--- config.mk ---
export PLATFORM = sky130hd
export DESIGN_NAME = traffic_ctrl_fsm
export DESIGN_NICKNAME = d
export VERILOG_FILES = /design/src/rtl/traffic_ctrl_fsm.sv
export SDC_FILE = /design/constraint.sdc
export NUM_CORES = 1
export LEC_CHECK = 0
export ABC_AREA = 1
export CAP_MARGIN = 10
export CORE_MARGIN = 10
export CORE_UTILIZATION = 50
export CTS_CLUSTER_SIZE = 30
export DETAILED_ROUTE_END_ITERATION = 10
export GPL_TIMING_DRIVEN = 0
export PLACE_DENSITY = 0.87
export SKIP_CTS_REPAIR_TIMING = 1
export SLEW_MARGIN = 20
export SYNTH_ARGS = -nofsm -noshare
export SYNTH_HDL_FRONTEND = slang
export SYNTH_SLANG_ARGS = --single-unit
--- constraint.sdc ---
create_clock -name clk -period 2.6 [get_ports clk]
set_input_delay 0.26 -clock clk [delete_from_list [all_inputs] [get_ports clk]]
set_output_delay 0.26 -clock clk [all_outputs]
set_load 0.02 [all_outputs]
--- src/rtl/traffic_ctrl_fsm.sv ---
// traffic_ctrl_fsm: North/East light sequencer with registered light/load outputs; `TRAFFIC_ALLRED_EN adds AR1/AR2 clearance
module traffic_ctrl_fsm #(
    parameter int G_MIN   = 8,
    parameter int Y_TIME  = 3,
    parameter int AR_TIME = 2,
    parameter int TW      = 8
) (
    input  logic       clk,
    input  logic       rst,
    input  logic       not_r,
    input  logic       en_s,
    input  logic       c_and_l,
    input  logic       l_or_notc,
    output logic       s_NR,
    output logic       en_NR,
    output logic       s_NG,
    output logic       en_NG,
    output logic       s_NY,
    output logic       en_NY,
    output logic       s_ER,
    output logic       en_ER,
    output logic       s_EG,
    output logic       en_EG,
    output logic       s_EY,
    output logic       en_EY,
    output logic [1:0] s_IC,
    output logic       en_IC,
    output logic [2:0] state
);
    typedef enum logic [2:0] {IDLE = 3'd0, NG = 3'd1, NY = 3'd2, AR1 = 3'd3, EG = 3'd4, EY = 3'd5, AR2 = 3'd6} state_t;
`ifdef TRAFFIC_ALLRED_EN
    localparam state_t AFTER_NY = AR1;
    localparam state_t AFTER_EY = AR2;
`else
    localparam state_t AFTER_NY = EG;
    localparam state_t AFTER_EY = NG;
`endif
    state_t        cur, nxt;
    logic [TW-1:0] timer, dur;
    logic [5:0]    lt;
    logic [1:0]    ic;
    logic          done, chg, grn;
    assign state = cur;
    assign done  = timer == '0;
    // next state: run permit loss overrides every other transition
    always_comb begin
        nxt = cur;
        case (cur)
            IDLE:    nxt = en_s ? NG : IDLE;
            NG:      nxt = (done && c_and_l) ? NY : NG;
            NY:      nxt = done ? AFTER_NY : NY;
            AR1:     nxt = done ? EG : AR1;
            EG:      nxt = (done && l_or_notc) ? EY : EG;
            EY:      nxt = done ? AFTER_EY : EY;
            AR2:     nxt = done ? NG : AR2;
            default: nxt = IDLE;
        endcase
        if (!not_r) nxt = IDLE;
    end
    // decode of the state being entered: phase length, lights and counter-input select
    always_comb begin
        chg = nxt != cur;
        grn = nxt == NG || nxt == EG;
        dur = grn ? TW'(G_MIN - 1) :
              (nxt == NY || nxt == EY) ? TW'(Y_TIME - 1) :
              (nxt == AR1 || nxt == AR2) ? TW'(AR_TIME - 1) : '0;
        lt  = {nxt != NG && nxt != NY, nxt == NG, nxt == NY,
               nxt != EG && nxt != EY, nxt == EG, nxt == EY};
        ic  = nxt == IDLE ? 2'b00 : nxt == NG ? 2'b10 : nxt == EG ? 2'b11 : 2'b01;
    end
    // state, phase timer and registered outputs; reset loads all-red every clock
    always_ff @(posedge clk or posedge rst) begin
        if (rst) begin
            cur   <= IDLE;
            timer <= '0;
            {s_NR, s_NG, s_NY, s_ER, s_EG, s_EY} <= 6'b100100;
            {en_NR, en_NG, en_NY, en_ER, en_EG, en_EY} <= 6'b111111;
            s_IC  <= 2'b00;
            en_IC <= 1'b1;
        end else begin
            cur   <= nxt;
            timer <= chg ? dur : done ? timer : timer - TW'(1);
            {s_NR, s_NG, s_NY, s_ER, s_EG, s_EY} <= lt;
            {en_NR, en_NG, en_NY, en_ER, en_EG, en_EY} <= {6{chg}};
            s_IC  <= ic;
            en_IC <= chg || grn;
        end
    end
endmodule

# Word-level counts from Yosys, hierarchy flattened
# Index checks and enable logic that the tools add are counted.
[word_totals]
regBits = 21
inputBits = 6
[classes]
add_sub_neg = 1
eq_ne = 18
muxes = 17
n_reduce_logical = 11
[ops]
columns = ["operator", "count"]
rows = [
  ["one-hot mux 3 bit (7 select lines)", 1],
  ["equality test 3 bit, second input constant", 6],
  ["two-way mux 3 bit", 6],
  ["two-way mux 8 bit", 2],
  ["equality test 3 x 2 -> 1 bit, second input constant", 4],
  ["two-way mux 2 bit", 5],
  ["logical NOT 8 bit", 1],
  ["subtractor 8 x 1 -> 8 bit, second input constant", 1],
  ["equality test 3 x 1 -> 1 bit, second input constant", 2],
  ["logical NOT 3 bit", 2],
  ["inequality test 3 bit, second input constant", 2],
  ["logical AND 1 bit", 4],
  ["logical OR 1 bit", 4],
  ["two-way mux 1 bit", 3],
  ["inequality test 3 x 1 -> 1 bit, second input constant", 1],
  ["inequality test 3 x 2 -> 1 bit, second input constant", 1],
  ["inequality test 3 bit", 1],
  ["inequality test 2 x 1 -> 1 bit, second input constant", 1],
]

# Logic depth before layout (Yosys ltp)
# Gate-level depths: netlist (run 1).
[logic_depth]
word_depth = 11
ltp_mapped = 16

# Least setup slack after synthesis (run 1)
# Ideal clock, no wire load.
[synth_timing]
path_type = "reg-to-reg"
start = "reg timer[0]"
end = "reg timer[1]"
setup_ns = 0.118
arrival_time_ns = 1.677
path_slack_ns = 0.805
stages_incl_launch_ff = 14
n_path_buf = 0
cell_sequence = "dfrtp_1 -> inv_1 -> ha_1 -> nand2_2 -> nor2_8 -> nand3_1 -> nand2_2 -> nand3_1 -> nand2_2 -> nor2_8 -> nand2_8 -> clkinv_2 -> nor2_1 -> nor2_2"
[synth_between]
elab_cells_between_ends = 24
[synth_lines]
columns = ["item", "line_no", "rtl"]
rows = [
  ["start: declaration", "39", "logic [TW-1:0] timer, dur;"],
  ["start signal: assignment", "82", "timer <= chg ? dur : done ? timer : timer - TW'(1);"],
  ["logical NOT 8 bit *", "44", "assign done = timer == '0;"],
  ["logical AND 1 bit, on equally long branches", "53, 50", ""],
  ["two-way mux 1 bit / two-way mux 2 bit (equally long branches)", "53, 50", ""],
  ["one-hot mux 3 bit (7 select lines) *", "48", "case (cur)"],
  ["two-way mux 3 bit *", "58", "if (!not_r) nxt = IDLE;"],
  ["inequality test 3 bit *", "62", "chg = nxt != cur;"],
  ["named net chg", "42", "logic done, chg, grn;"],
  ["inequality test 2 x 1 -> 1 bit (no line) / two-way mux 8 bit (equally long branches)", "n/a", ""],
]
# Mark *: on every way through the listed nets, which the timed path passes. The rest lies on a longest branch. The select of a mux whose other input is x is not followed.
# A chain may end at the register's enable or synchronous reset.

# Worst setup path after layout (run 1)
# Same ends and word-level chain as after synthesis.

==> flow_metrics.env, run 1 <==
export IMPL_status="completed"
export IMPL_layout_commonest_cell="nand2_1"
export IMPL_synthAdderAreaFrac_pct=1.01
export IMPL_antenna_found_initial=0
export IMPL_path_class="reg2reg"
export IMPL_cp_slowest_cell="dfrtp_1"
export IMPL_wirelength_mm=2.51
export IMPL_synth_xor_area_share_pct=4.24
export IMPL_synth_compound_area_share_pct=2.32
export IMPL_required_ns=2.80
export IMPL_cts_sinks=21
export IMPL_die_h_um=69.8
export IMPL_synth_area_um2=1240
export IMPL_first_global_vias=1055
export IMPL_drc_errors=0
export IMPL_root_buffer="clkbuf_4"
export IMPL_synthMuxAreaShare_pct=0
export IMPL_p_per_area_nw_per_um2=897
export IMPL_cts_tree="yes"
export IMPL_skew_ns=0.00791
export IMPL_netlist_instances=145
export IMPL_setup_tns_ns=0
export IMPL_grt_pass1_wl_mm=4.51
export IMPL_crit_buf_inv=1
export IMPL_fp_coreArea_um2=2300
export IMPL_cp_max_fo=9
export IMPL_dieWidth_um=69.8
export IMPL_cp_end_kind="flip-flop"
export IMPL_ys_seq_elements=21
export IMPL_register_area_um2=531
export IMPL_arrival_ns=2.29
export IMPL_yosys_area_share_simple_pct=38.6
export IMPL_num_vias=985
export IMPL_layout_common_cells="nand2_1, clkdlybuf4s50_1, inv_1, dfrtp_1, nor2_1"
export IMPL_track_usage_pct=10.8
export IMPL_cts_buffer_depth=2
export IMPL_avgSynthCellArea_um2=8.55
export IMPL_rsz0062_at_grt="no"
export IMPL_hold_class="in2reg"
export IMPL_grt_max_degree=22
export IMPL_startpoint_type="flip-flop"
export IMPL_drive_above_1_share_pct=28.1
export IMPL_finalCritPeriodShare_pct=80.3
export IMPL_ys_types=24
export IMPL_cts_max_level=1
export IMPL_wl_per_cell_um=12.6
export IMPL_synth_warning_count=0
export IMPL_clk_pin_slew_ns=0.12
export IMPL_nFillCells=181
export IMPL_hold_start="not_r"
export IMPL_utilization_pct=66.3
export IMPL_first_iter_violations=37
export IMPL_antenna_left=0
export IMPL_r2r_start="timer[0]"
export IMPL_grt_ovfl_total=0
export IMPL_final_max_slew_viol_count=0
export IMPL_fin_nets=179
export IMPL_setup_viol_count_final=0
export IMPL_synth_top_family_by_area="simple AND/OR/NAND/NOR gates"
export IMPL_crit_family="simple AND/OR/NAND/NOR gates"
export IMPL_min_period_ns=2.09
export IMPL_crit_start="timer[0]"
export IMPL_dieArea_um2=4870
export IMPL_dpl_worst_slack_ns=0.558
export IMPL_dp_hpwl_mm=2.05
export IMPL_max_stage_delay_ns=0.41
export IMPL_worst_pin_slew_ns=0.764
export IMPL_max_clock_freq_mhz=479
export IMPL_port_buffers=22
export IMPL_first_pass_iters=4
export IMPL_syn_to_final_growth_pct=22.8
export IMPL_clk_latency_ns=0.30
export IMPL_timing_hold_violations_final=0
export IMPL_multi_input_area_um2=573
export IMPL_crit_chain="inv_1, ha_1, nand2_1, nor2_2, nand3_1, nand2_1, nand2_2, nand3_1, nand2_2, nor2_8, nand2_8, nor2_1, nor2_2"
export IMPL_antenna_cells=0
export IMPL_seq_area_frac_synth_pct=42.8
export IMPL_gp_congestion=0.791
export IMPL_cts_inserted_buffers=3
export IMPL_vdd_drop_max_mv=0.733
export IMPL_setup_ws_ns=0.512
export IMPL_syn_nets=152
export IMPL_via_per_inst=4.95
export IMPL_rows=17
export IMPL_slew_headroom_pct=49.0
export IMPL_cap_violations=0
export IMPL_leakagePower_uw=0.000790
export IMPL_start_util_pct=54.0
export IMPL_ios=24
export IMPL_regMostFlops="timer"
export IMPL_largest_reg_flops=8
-- Yosys cell counts --
cell type	count	area, µm²
nand2_8	1	20.0
nand2_4	4	45.0
nor2_8	2	40.0
nor2_2	9	56.3
nor3_1	1	5.00
nor3_2	2	20.0
nand2_1	23	86.3
dfstp_2	4	105
dfrtp_1	17	425
nand3_1	13	65.1
nand2_2	9	56.3
nand4_1	2	12.5
inv_2	3	11.3
buf_4	6	45.0
clkinv_2	1	5.00
xnor2_1	1	8.76
a21oi_1	2	10.0
ha_1	1	12.5
o21ai_0	2	10.0
o21ai_2	1	8.76
nand3_2	2	20.0
xor2_1	5	43.8
nor2_1	14	52.6
inv_1	20	75.1
-- worst paths after layout --
kind	to	cells after the start	slack, ns
setup / recovery	timer[1]	13	0.51
hold / removal	state[2]	3	0.27
setup reg to reg	timer[1]	13	0.51
hold reg to reg	timer[5]	3	0.60
max in group asynchronous	s_EG	2	1.74
min in group asynchronous	timer[5]	2	0.38
-- kinds of logic (layout without fill, tap and decap cells) --
| logic type | count (synthesis) | count (layout) |
|---|---|---|
| AOI/OAI and AO/OA | 5 | 5 |
| and+or+nand+nor | 82 | 82 |
| xor gates and xnor gates | 6 | 6 |
| buffers and inverters | 30 | 56 |
| adders and majority gates | 1 | 1 |
| DFF | 21 | 21 |
-- final cells by class --
type                       instances  share of cell area [%]
multi-input combinational         94                    37.6
clock buffer                       3                    1.48
tap                               28                    2.30
timing repair buffer              22                    14.5
inverter                          24                    6.00
clock inverter                     1                   0.329
buffer                             6                    2.96
sequential                        21                    34.8
-- tightest hold or removal path: cells and delay by family --
kind | cells | cell delay [ns]
buf+inv | 2 | 0.20
simple gates | 1 | 0.08
-- per-layer routing --
| layer | track usage [%] | vias to the layer above | part of all wire [%] |
|---|---|---|---|
| met5 | 0 | - | 0 |
| met4 | 4.57 | 0 | 2.5 |
| met3 | 5.85 | 6 | 8.9 |
| met2 | 18.5 | 21 | 51 |
| met1 | 10.5 | 468 | 38 |
| li1 | - | 490 | - |
-- through the flow --
| step | hold slack [ns] | area, µm² | std cells | total power, µW |
|---|---|---|---|---|
| after floorplan | 0.234 | 1240 | 145 | 1020 |
| after global placement | 0.559 | 1500 | 195 | 1190 |
| after detailed placement | 0.575 | 1500 | 195 | 1220 |
| after CTS | 0.264 | 1520 | 199 | 1370 |
| after global routing | 0.279 | 1520 | 199 | 1480 |
| final | 0.266 | 1520 | 199 | 1370 |
-- power by group --
group	total [µW]	internal (µW)	switching, µW	leakage, µW
sequential	478	412	66.3	0.000267
combinational	731	307	424	0.000505
clock	156	57.3	98.5	0.0000177
No activity file was read; power rests on OpenSTA's default activity.
==> run 2: changes to the inputs <==
==> constraint.sdc (replaced) <==
create_clock -name clk -period 2.1 [get_ports clk]
set_input_delay 0.21 -clock clk [delete_from_list [all_inputs] [get_ports clk]]
set_output_delay 0.21 -clock clk [all_outputs]
set_load 0.02 [all_outputs]
==> flow_metrics.env, run 2 (synthesis gave the netlist of run 1 again) <==
export IMPL_regMostFlops="timer"
export IMPL_startpoint_type="flip-flop"
export IMPL_wirelength_met1_um=971
export IMPL_grt_pass1_wl_mm=4.51
export IMPL_crit_start="timer[0]"
export IMPL_timing_hold_violations_final=0
export IMPL_finalPower_uw=1720
export IMPL_start_util_pct=54.0
export IMPL_ios=24
export IMPL_dieWidth_um=69.8
export IMPL_rsz0062_at_grt="no"
export IMPL_dr_max_layer_used="met4"
export IMPL_leakagePower_uw=0.000790
export IMPL_cp_end_kind="flip-flop"
export IMPL_final_cells=199
export IMPL_antenna_cells=0
export IMPL_via_per_inst=4.95
export IMPL_finalCritPeriodShare_pct=95.0
export IMPL_slew_headroom_pct=49.0
export IMPL_routed_wl_met3_um=222
export IMPL_dpl_cell_count=195
export IMPL_route_met2_wl_mm=1.29
export IMPL_setup_tns_ns=0
export IMPL_max_clock_freq_mhz=501
export IMPL_antenna_left=0
export IMPL_num_vias=985
export IMPL_wirelength_mm=2.55
export IMPL_min_period_ns=1.99
export IMPL_cp_max_fo=10
export IMPL_r2r_start="timer[0]"
export IMPL_cts_buffer_depth=2
export IMPL_worst_pin_slew_ns=0.764
export IMPL_hold_class="in2reg"
export IMPL_dieArea_um2=4870
export IMPL_skew_ns=0.00804
export IMPL_first_pass_iters=4
export IMPL_syn_to_final_growth_pct=24.2
export IMPL_cts_sinks=21
export IMPL_fp_coreArea_um2=2300
export IMPL_gp_congestion=0.791
export IMPL_vdd_drop_max_mv=0.963
export IMPL_grt_ovfl_total=0
export IMPL_first_global_vias=1055
export IMPL_final_max_slew_viol_count=0
export IMPL_setup_viol_count_final=0
export IMPL_cts_max_level=1
export IMPL_layout_commonest_cell="nand2_1"
export IMPL_clk_pin_slew_ns=0.12
export IMPL_grt_max_degree=22
export IMPL_port_buffers=22
export IMPL_die_h_um=69.8
export IMPL_nFillCells=177
export IMPL_path_class="reg2reg"
export IMPL_layout_common_cells="nand2_1, clkdlybuf4s50_1, inv_1, dfrtp_1, nor2_1"
export IMPL_drc_errors=0
export IMPL_track_usage_pct=10.8
export IMPL_rows=17
export IMPL_root_buffer="clkbuf_4"
export IMPL_wl_per_cell_um=12.8
export IMPL_cts_tree="yes"
export IMPL_largest_reg_flops=8
export IMPL_status="completed"
export IMPL_fin_nets=179
export IMPL_required_ns=2.30
export IMPL_arrival_ns=2.20
export IMPL_antenna_found_initial=0
export IMPL_hold_start="not_r"
export IMPL_clk_latency_ns=0.30
export IMPL_first_iter_violations=36
export IMPL_dp_hpwl_mm=2.05
export IMPL_cap_violations=0
export IMPL_cts_inserted_buffers=3
export IMPL_p_per_area_nw_per_um2=1120
export IMPL_drive_above_1_share_pct=28.7
==> run 2: cell count changes in the layout (fill, tap and decap cells not counted) <==
cell    change
ha_4        +1
ha_1        -1
nor2_4      +1
nor2_2      -1
==> run 2: final timing paths <==
check                                end  slack, ns  depth (start not counted)
worst min register to register  timer[5]       0.60                          3
min in group asynchronous       timer[3]       0.33                          2
worst max-delay path            timer[1]       0.11                         13
worst max register to register  timer[1]       0.11                         13
worst min-delay path            state[2]       0.22                          3
max in group asynchronous           s_EG       1.29                          2
==> run 2: worst max-delay path, cell delays in order (launching register included) <==
cell and delay (ns):
dfrtp_1 0.41, inv_1 0.12, ha_4 0.17, nand2_2 0.09, nor2_8 0.21, nand3_1 0.13, nand2_2 0.13, nand3_1 0.10
nand2_2 0.14, nor2_8 0.06, nand2_8 0.10, clkinv_2 0.06, nor2_1 0.13, nor2_2 0.04
==> run 2: stage by stage <==
stage	hold slack [ns]	instance area (µm²)	worst slack, ns	util (%)
2_1_floorplan	0.184	1240	0.305	-
3_3_place_gp	0.533	1500	0.159	65.1
3_5_place_dp	0.538	1500	0.0583	65.1
4_1_cts	0.214	1520	0.0345	66.3
5_1_grt	0.229	1540	0.0144	67.0
6_report	0.217	1540	0.105	67.0
==> run 2: area by class of cell <==
type / count / area, µm² / share of cell area (%)
buffer: 6 / 45.0 / 2.92
multi-input combinational: 94 / 591 / 38.3
tap: 28 / 35.0 / 2.27
clock buffer: 3 / 22.5 / 1.46
inverter: 24 / 91.3 / 5.93
sequential: 21 / 531 / 34.4
timing repair buffer: 22 / 220 / 14.3
clock inverter: 1 / 5.00 / 0.325
==> run 2: power breakdown <==
group | switching (µW) | total [µW] | internal (µW)
combinational | 540 | 939 | 399
clock | 122 | 193 | 71.0
sequential | 83.4 | 593 | 510
total | 745 | 1720 | 980
==> run 2: layer usage <==
metal	global-route usage (%)	vias to the layer above
li1	-	493
met1	10.5	465
met5	0	-
met2	18.5	21
met4	4.57	0
met3	5.85	6
